## src/rtl/signed_adder_tree_if.sv

```systemverilog
// Stream bundle for signed_adder_tree: packed channels in,
// signed sum out, valid/ready on both sides.
interface signed_adder_tree_if #(
    parameter int IWIDTH = 16,
    parameter int NCH    = 4
);
    localparam int OWIDTH = IWIDTH + $clog2(NCH) + 1;

    logic [NCH*IWIDTH-1:0] i_data;
    logic [NCH-1:0]        i_neg;
    logic                  i_valid;
    logic                  o_ready;
    logic signed [OWIDTH-1:0] o_sum;
    logic                  o_valid;
    logic                  i_ready;

    modport master (
        output i_data, i_neg, i_valid, i_ready,
        input  o_ready, o_sum, o_valid
    );

    modport slave (
        input  i_data, i_neg, i_valid, i_ready,
        output o_ready, o_sum, o_valid
    );
endinterface

```

## src/rtl/signed_adder_tree.sv

```systemverilog
// Pipelined N-input signed adder tree with per-channel
// add/subtract select and a globally stalled valid/ready pipe.
module signed_adder_tree #(
    parameter int IWIDTH = 16,
    parameter int NCH    = 4
) (
    input logic                i_clk,
    input logic                i_rst_n,
    signed_adder_tree_if.slave bus
);
    localparam int LVL    = $clog2(NCH);
    localparam int OWIDTH = IWIDTH + LVL + 1;
    localparam int LAT    = LVL + 1;

    function automatic int cnt(input int l);
        return (NCH + (1 << l) - 1) >> l;
    endfunction

    logic           en;
    logic [LAT-1:0] vld_q;
    logic [LAT-1:0] vld_d;

    assign en          = ~vld_q[LAT-1] | bus.i_ready;
    assign bus.o_ready = en;
    assign bus.o_valid = vld_q[LAT-1];
    assign vld_d       = {vld_q[LAT-2:0], bus.i_valid};

    // valid bits march with the data and freeze with it
    always_ff @(posedge i_clk) begin
        if (!i_rst_n) vld_q <= '0;
        else if (en)  vld_q <= vld_d;
    end

    for (genvar l = 0; l <= LVL; l++) begin : g_lv
        localparam int CNT = cnt(l);
        logic [CNT*OWIDTH-1:0] v_d;
        logic [CNT*OWIDTH-1:0] v_q;

        if (l == 0) begin : g_in
            // sign-extend each channel, negate where selected
            always_comb begin
                logic signed [OWIDTH-1:0] ext;
                ext = '0;
                v_d = '0;
                for (int k = 0; k < NCH; k++) begin
                    ext = {{(OWIDTH-IWIDTH){
                        bus.i_data[k*IWIDTH+IWIDTH-1]}},
                        bus.i_data[k*IWIDTH +: IWIDTH]};
                    v_d[k*OWIDTH +: OWIDTH] =
                        bus.i_neg[k] ? -ext : ext;
                end
            end
        end else begin : g_add
            localparam int PCNT = cnt(l-1);
            logic [PCNT*OWIDTH-1:0] p;
            assign p = g_lv[l-1].v_q;

            // pairwise sums; a lone top element is carried through
            always_comb begin
                v_d = '0;
                for (int j = 0; j < CNT-1; j++) begin
                    v_d[j*OWIDTH +: OWIDTH] =
                        p[2*j*OWIDTH +: OWIDTH] +
                        p[(2*j+1)*OWIDTH +: OWIDTH];
                end
                if (PCNT % 2 == 1) begin
                    v_d[(CNT-1)*OWIDTH +: OWIDTH] =
                        p[(PCNT-1)*OWIDTH +: OWIDTH];
                end else begin
                    v_d[(CNT-1)*OWIDTH +: OWIDTH] =
                        p[(PCNT-2)*OWIDTH +: OWIDTH] +
                        p[(PCNT-1)*OWIDTH +: OWIDTH];
                end
            end
        end

        // stage register, held while the output is stalled
        always_ff @(posedge i_clk) begin
            if (!i_rst_n) v_q <= '0;
            else if (en)  v_q <= v_d;
        end
    end

    assign bus.o_sum = g_lv[LVL].v_q;
endmodule

```

## src/flat_wrapper.sv

```systemverilog
// flat-port wrapper written by rule: the top's interface ports become plain ports
module signed_adder_tree_flat 
#(
    parameter int IWIDTH = 16,
    parameter int NCH    = 4
)
  (i_clk, i_rst_n, bus_i_data, bus_i_neg, bus_i_valid, bus_i_ready, bus_o_ready, bus_o_sum, bus_o_valid);
  signed_adder_tree_if #(.IWIDTH(IWIDTH), .NCH(NCH)) bus_i ();
  input logic i_clk;
  input logic i_rst_n;
  input wire logic [$bits(bus_i.i_data)-1:0] bus_i_data;
  input wire logic [$bits(bus_i.i_neg)-1:0] bus_i_neg;
  input wire logic [$bits(bus_i.i_valid)-1:0] bus_i_valid;
  input wire logic [$bits(bus_i.i_ready)-1:0] bus_i_ready;
  output wire logic [$bits(bus_i.o_ready)-1:0] bus_o_ready;
  output wire logic [$bits(bus_i.o_sum)-1:0] bus_o_sum;
  output wire logic [$bits(bus_i.o_valid)-1:0] bus_o_valid;
  assign bus_i.i_data = bus_i_data;
  assign bus_i.i_neg = bus_i_neg;
  assign bus_i.i_valid = bus_i_valid;
  assign bus_i.i_ready = bus_i_ready;
  assign bus_o_ready = bus_i.o_ready;
  assign bus_o_sum = bus_i.o_sum;
  assign bus_o_valid = bus_i.o_valid;
  signed_adder_tree #(.IWIDTH(IWIDTH), .NCH(NCH)) u_core (.i_clk(i_clk), .i_rst_n(i_rst_n), .bus(bus_i));
endmodule
```

## config.mk

```make
export PLATFORM = sky130hd
export DESIGN_NAME = signed_adder_tree_flat
export DESIGN_NICKNAME = d
export VERILOG_FILES = /design/src/rtl/signed_adder_tree_if.sv /design/src/rtl/signed_adder_tree.sv /design/src/flat_wrapper.sv
export SDC_FILE = /design/constraint.sdc
export NUM_CORES = 1
export LEC_CHECK = 0
export BUFFER_PORTS_ARGS = -buffer_cell sky130_fd_sc_hd__buf_2
export CAP_MARGIN = 20
export CORE_ASPECT_RATIO = 1.75
export CORE_MARGIN = 1.5
export CORE_UTILIZATION = 45
export DETAILED_ROUTE_END_ITERATION = 7
export PLACE_DENSITY_LB_ADDON = 0.2
export RECOVER_POWER = 50
export SLEW_MARGIN = 15
export SYNTH_ARGS = -nofsm -noshare
export SYNTH_HDL_FRONTEND = slang
export SYNTH_SLANG_ARGS = --single-unit
```

## constraint.sdc

```tcl
create_clock -name i_clk -period 3.3 [get_ports i_clk]
set_input_delay 0.495 -clock i_clk [delete_from_list [all_inputs] [get_ports i_clk]]
set_output_delay 0.495 -clock i_clk [all_outputs]
set_load 0.01 [all_outputs]
```

==> flow_metrics.py, run 1 <==
metrics = {
    "outcome": {
        "status": "complete, but fails checks",
        "violations": "capacitance limit, slew limit",
    },
    "layout": {
        "synthToLayoutAreaGrowth_pct": 13.6,
        "n_antenna_cell": 0,
        "nNetsFinal": 1247,
        "layout_commonest_cell": "nand2_1",
        "drive_gt1_share_pct": 10.6,
        "final_cell_mix": "182 x nand2_1, 136 x dfxtp_1, 75 x o21ai_1, 70 x buf_2",
    },
    "cts": {
        "clock_sinks": 136,
        "cts_buffers": 17,
        "cts_resized": 0,
        "cts_max_path_buffers": 2,
        "postCtsHoldBufs": 0,
        "cts_setup_buffers": 0,
        "clk_pin_slew_ps": 60,
        "cts_root_buf": "clkbuf_16",
        "cts_tree": "yes",
        "htreeDepth": 4,
        "clk_latency_ps": 430,
    },
    "worst_setup_path": {
        "reg2regPathDepth": 10,
        "reg2reg_from": "u_core.g_lv[1].v_q[0]",
        "end_kind": "flop",
        "cp.depth": 10,
        "rr_endpoint": "u_core.bus.o_sum[18]",
        "r2r_slack_ps": 420,
        "worstPathCellList": "ha_1 > inv_1 > fa_1 > nand2b_1 > a21oi_1 > a41oi_1 > o21a_1 > o41ai_1 > mux2i_1 > nand2_1",
        "cp-start-kind": "flop",
        "cp_max_fo": 3,
        "critPathMaxStageDelay_ps": 490,
        "arrival_ps": 3200,
        "crit_required_ps": 3620,
        "path_delay_family": "compound AO/OA/AOI/OAI gates",
        "cp_slowest_cell": "o41ai_1",
        "critical_path_class": "reg2reg",
        "path_buf_inv": 1,
    },
    "logic_synthesis": {
        "ys.flop_type": "dfxtp_1",
        "mappedNetlistArea_um2": 8500,
        "syn_area_per_cell_um2": 8.15,
        "syn_inst": 1043,
        "syn_nets": 1176,
        "synth_cell_types": 63,
        "yosys_register_bits": 136,
        "synth_warnings": 0,
        "yosysSeqAreaShare_pct": 32.0,
        "synth-edff-count": 0,
        "async_flop_share_pct": 0,
    },
    "timing": {
        "slew_headroom_pct": -21.8,
        "fin_tns_setup_ps": 0,
        "tightest_slew_ps": 1830,
        "fin_crit_sh_pct": 87.3,
        "finalCriticalPeriod_ps": 2880,
        "hold_viol_final": 0,
        "fmax_ghz": 0.347,
        "finClkSkew_ps": 7.85,
        "setup_violations": 0,
        "rsz0062_at_grt": "no",
        "slew_viol_final": 84,
    },
    "min_path": {
        "hold_depth": 3,
        "min-delay-start": "bus_i_valid",
        "holdPathEnd": "u_core.vld_q[0]",
        "hp-class": "in2reg",
    },
    "pwr": {
        "p_per_area_nw_per_um2": 532,
        "power.total_mw": 5.14,
        "leakage_nw": 4.38,
        "peakVddDrop_mv": 0.296,
    },
    "route": {
        "drt_iter0_markers": 306,
        "drt_pre_antenna_iters": 4,
        "drc": 0,
        "viasPerCell": 5.40,
        "postRouteAntennaNets": 0,
        "wl_per_cell_um": 14.9,
        "wl_um": 20400,
        "routed-via-count": 7373,
    },
    "global_route": {
        "first_global_vias": 7118,
        "busiest_layer": "met2",
        "grt_max_degree": 58,
        "grt_use_met1_pct": 25.2,
        "antenna_found_initial": 0,
        "met2_usage_pct": 38.7,
        "grt_pass1_wl_um": 33900,
        "grt-ovfl-total": 0,
        "track_usage_pct": 21.6,
        "use_met3_pct": 3.17,
    },
    "placed_design": {
        "port_buffers": 92,
        "dp.final_hpwl_um": 15500,
        "gp_congestion": 0.884,
    },
    "job": {
        "drv_cap": 2,
    },
    "floorplan": {
        "rows": 66,
        "die_area_um2": 19800,
        "num_io_pins": 93,
        "die_h_um": 185,
        "core-area_um2": 18600,
        "fp.dieW_um": 107,
        "initial_core_util_pct": 45.8,
    },
}
[layer usage]
| layer | part of all wire (%) | vias to the layer above |
|---|---|---|
| met5 | 0 | - |
| met4 | 3.1 | 0 |
| met3 | 2.4 | 29 |
| met2 | 51 | 100 |
| met1 | 44 | 3408 |
| li1 | - | 3836 |
[state kept, by name, summed over array words and instances (netlist names)]
register / count
u_core.vld_q: 3
u_core.bus.o_sum: 19
u_core.g_lv.v_q: 114
[layout make-up]
cell class                      count  area [um^2]
Clock buffer                       18          439
Clock inverter                     14          175
Fill cell                        1867         8920
Inverter                           32          123
Multi-Input combinational cell    823         5400
Sequential cell                   136         2720
Tap cell                          238          298
Timing Repair Buffer              104          503
[worst max path at each step]
stage,startpoint,endpoint
after CTS,u_core.g_lv[1].v_q[0],u_core.bus.o_sum[18]
after floorplan,u_core.g_lv[1].v_q[0],u_core.bus.o_sum[18]
after global placement,u_core.g_lv[1].v_q[0],u_core.bus.o_sum[18]
after global routing,i_rst_n,u_core.g_lv[0].v_q[63]
final,u_core.g_lv[1].v_q[0],u_core.bus.o_sum[18]
after detailed placement,u_core.g_lv[1].v_q[0],u_core.bus.o_sum[18]
[where the power goes]
| part | internal (mW) | total, mW | leakage, nW | switching, mW |
|---|---|---|---|---|
| combinational | 0.522 | 1.21 | 2.97 | 0.686 |
| sequential | 1.84 | 1.97 | 1.13 | 0.131 |
| clock | 1.21 | 1.96 | 0.281 | 0.749 |
[cells by family (layout without fill, tap and decap cells)]
group	after synthesis	in the layout	share of synthesized area (%)
and+or+nand+nor	333	333	18.4
AOI/OAI and AO/OA	327	327	25.3
DFF	136	136	32.0
xor gates and xnor gates	100	100	10.3
buffers and inverters	84	168	4.46
adders and majority gates	61	61	9.24
muxes	2	2	0.236
[cell usage after synthesis, types with 14 or more instances]
cell type    n  area share (%)
xor2_1      63             6.5
a21boi_1    18             1.6
o211a_1     45             5.3
clkbuf_1    42             1.9
o31ai_1     14             1.2
ha_1        58             8.5
o21ai_0     29             1.7
nand2_1    182             8.0
nor2_1      29             1.3
and2_1      31             2.3
dfxtp_1    136              32
a21oi_1     63             3.7
o21ai_1     83             4.9
inv_1       28             1.2
a21o_1      15             1.3
xnor2_1     37             3.8
nand3_1     21             1.2
[stage by stage]
step | hold WS (ps) | worst slack [ps] | util, % | cell area (um^2) | cells
final | 311 | 418 | 52.0 | 9660 | 1365
after global routing | 328 | 162 | 52.0 | 9660 | 1365
after CTS | 287 | 432 | 52.4 | 9730 | 1365
after detailed placement | 437 | 486 | 49.0 | 9110 | 1333
after global placement | 430 | 581 | 49.0 | 9110 | 1333
after floorplan | 429 | 838 | - | 8500 | 1043
[worst reg2reg max path: cells and delay by family (launching register included)]
family	cells	cell delay (ps)
AOI/OAI and AO/OA	4	1310
adders and majority gates	2	560
DFF	1	350
and+or+nand+nor	2	260
muxes	1	240
buffers and inverters	1	50
(Power assumes the default switching activity.)
==> run 2, diff against run 1 <==
- BUFFER_PORTS_ARGS: -buffer_cell sky130_fd_sc_hd__buf_2 -> unset
- DONT_BUFFER_PORTS: unset -> 1
==> flow_metrics.py, run 2 (synthesis gave the netlist of run 1 again) <==
metrics = {
    "global_route": {
        "grt-ovfl-total": 0,
        "grt_max_degree": 117,
        "track_usage_pct": 21.1,
        "antenna_found_initial": 0,
        "first_global_vias": 6859,
        "grt_pass1_wl_um": 33200,
    },
    "placed_design": {
        "post-place-ws_ps": 499,
        "port_buffers": 0,
        "dp.final_hpwl_um": 15000,
        "gp_congestion": 0.926,
        "postPlaceCellArea_um2": 8610,
    },
    "cts": {
        "cts_buffers": 17,
        "clock_sinks": 136,
        "clk_latency_ps": 430,
        "cts_max_path_buffers": 2,
        "cts_root_buf": "clkbuf_16",
        "cts_tree": "yes",
        "clk_pin_slew_ps": 60,
        "cts_setup_buffers": 0,
        "htreeDepth": 4,
        "cts_resized": 0,
        "postCtsHoldBufs": 0,
    },
    "route": {
        "drc": 0,
        "highest_layer": "met4",
        "postRouteAntennaNets": 0,
        "viasPerCell": 5.57,
        "wl_um": 20000,
        "m1WireLength_um": 8630,
        "route.met3.wl_um": 707,
        "routed-via-count": 7074,
        "wl_per_cell_um": 15.7,
        "drt_iter0_markers": 249,
        "dr_wl_met2_um": 10100,
        "drt_pre_antenna_iters": 4,
    },
    "floorplan": {
        "rows": 66,
        "initial_core_util_pct": 45.8,
        "die_area_um2": 19800,
        "core-area_um2": 18600,
        "num_io_pins": 93,
        "die_h_um": 185,
        "fp.dieW_um": 107,
    },
    "timing": {
        "tightest_slew_ps": 1740,
        "rsz0062_at_grt": "no",
        "setup_violations": 0,
        "finClkSkew_ps": 5.32,
        "fmax_ghz": 0.349,
        "fin_crit_sh_pct": 86.8,
        "fin_ws_ps": 435,
        "slew_headroom_pct": -15.8,
        "finalCriticalPeriod_ps": 2870,
        "fin_tns_setup_ps": 0,
        "hold_viol_final": 0,
        "slew_viol_final": 111,
    },
    "worst_setup_path": {
        "reg2regPathDepth": 10,
        "cp-start-kind": "flop",
        "worstPathCellList": "ha_1 > inv_1 > fa_1 > nand2b_1 > a21oi_1 > a41oi_1 > o21a_1 > o41ai_1 > mux2i_1 > nand2_1",
        "cp_slowest_cell": "o41ai_1",
        "reg2reg_from": "u_core.g_lv[1].v_q[0]",
        "critical_path_class": "reg2reg",
        "arrival_ps": 3180,
        "r2r_slack_ps": 430,
        "critPathMaxStageDelay_ps": 480,
        "rr_endpoint": "u_core.bus.o_sum[18]",
        "end_kind": "flop",
        "crit_required_ps": 3610,
        "cp_max_fo": 3,
    },
    "pwr": {
        "power.total_mw": 4.94,
        "leakage_nw": 4.05,
        "peakVddDrop_mv": 0.284,
        "p_per_area_nw_per_um2": 538,
    },
    "layout": {
        "n_antenna_cell": 0,
        "final_cell_mix": "182 x nand2_1, 136 x dfxtp_1, 69 x o21ai_1, 63 x a21oi_1, 63 x xor2_1",
        "drive_gt1_share_pct": 4.56,
        "largest_register_ffs": 114,
        "layout_commonest_cell": "nand2_1",
        "synthToLayoutAreaGrowth_pct": 7.95,
        "largest_register": "u_core.g_lv.v_q",
        "nNetsFinal": 1151,
        "final_area_um2": 9180,
    },
    "min_path": {
        "min-delay-start": "i_rst_n",
        "holdPathEnd": "u_core.bus.o_sum[3]",
        "hp-class": "in2reg",
        "hold_depth": 1,
    },
    "outcome": {
        "status": "complete, but fails checks",
        "violations": "capacitance limit, slew limit",
    },
    "job": {
        "drv_cap": 3,
    },
}
run 2: layout make-up:
type	instances	area (um^2)
Inverter	32	123
Multi-Input combinational cell	823	5400
Clock buffer	18	439
Sequential cell	136	2720
Tap cell	238	298
Fill cell	1888	9400
Timing Repair Buffer	8	43.8
Clock inverter	14	151
run 2: metal layers:
| layer | GRT usage [%] | vias up |
|---|---|---|
| li1 | - | 3651 |
| met1 | 25.0 | 3277 |
| met2 | 36.5 | 116 |
| met3 | 4.19 | 30 |
| met4 | 8.96 | 0 |
| met5 | 0 | - |
run 2: how the worst max path moves through the flow:
| stage | start | to | slack [ps] | depth (start not counted) |
|---|---|---|---|---|
| after CTS | u_core.g_lv[1].v_q[0] | u_core.bus.o_sum[18] | 440 | 10 |
| after global routing | u_core.vld_q[2] | u_core.g_lv[0].v_q[35] | 210 | 6 |
| after detailed placement | u_core.g_lv[1].v_q[0] | u_core.bus.o_sum[18] | 500 | 10 |
| after global placement | u_core.g_lv[1].v_q[0] | u_core.bus.o_sum[18] | 530 | 10 |
| final | u_core.g_lv[1].v_q[0] | u_core.bus.o_sum[18] | 430 | 10 |
| after floorplan | u_core.g_lv[1].v_q[0] | u_core.bus.o_sum[18] | 840 | 10 |
run 2: power by group:
| group | leakage (nW) | internal, mW | switching [mW] |
|---|---|---|---|
| Clock | 0.275 | 1.13 | 0.759 |
| Sequential | 1.13 | 1.84 | 0.159 |
| Combinational | 2.65 | 0.473 | 0.571 |
run 2: critical path, delay by kind of cell, from the launching register on:
family | cells | cell delay [ps]
AO/OA/AOI/OAI | 4 | 1320
adder cells (fa/ha/maj) | 2 | 540
flip-flops | 1 | 330
AND/OR/NAND/NOR | 2 | 260
multiplexers | 1 | 230
buffers and inverters | 1 | 50
run 2: metrics by stage:
step	utilization (%)	hold WS, ps	cells
finish	49.4	187	1269
CTS	49.5	170	1269
global route	49.4	182	1269
detailed placement	46.3	445	1237
floorplan	-	429	1043
global placement	46.3	439	1237
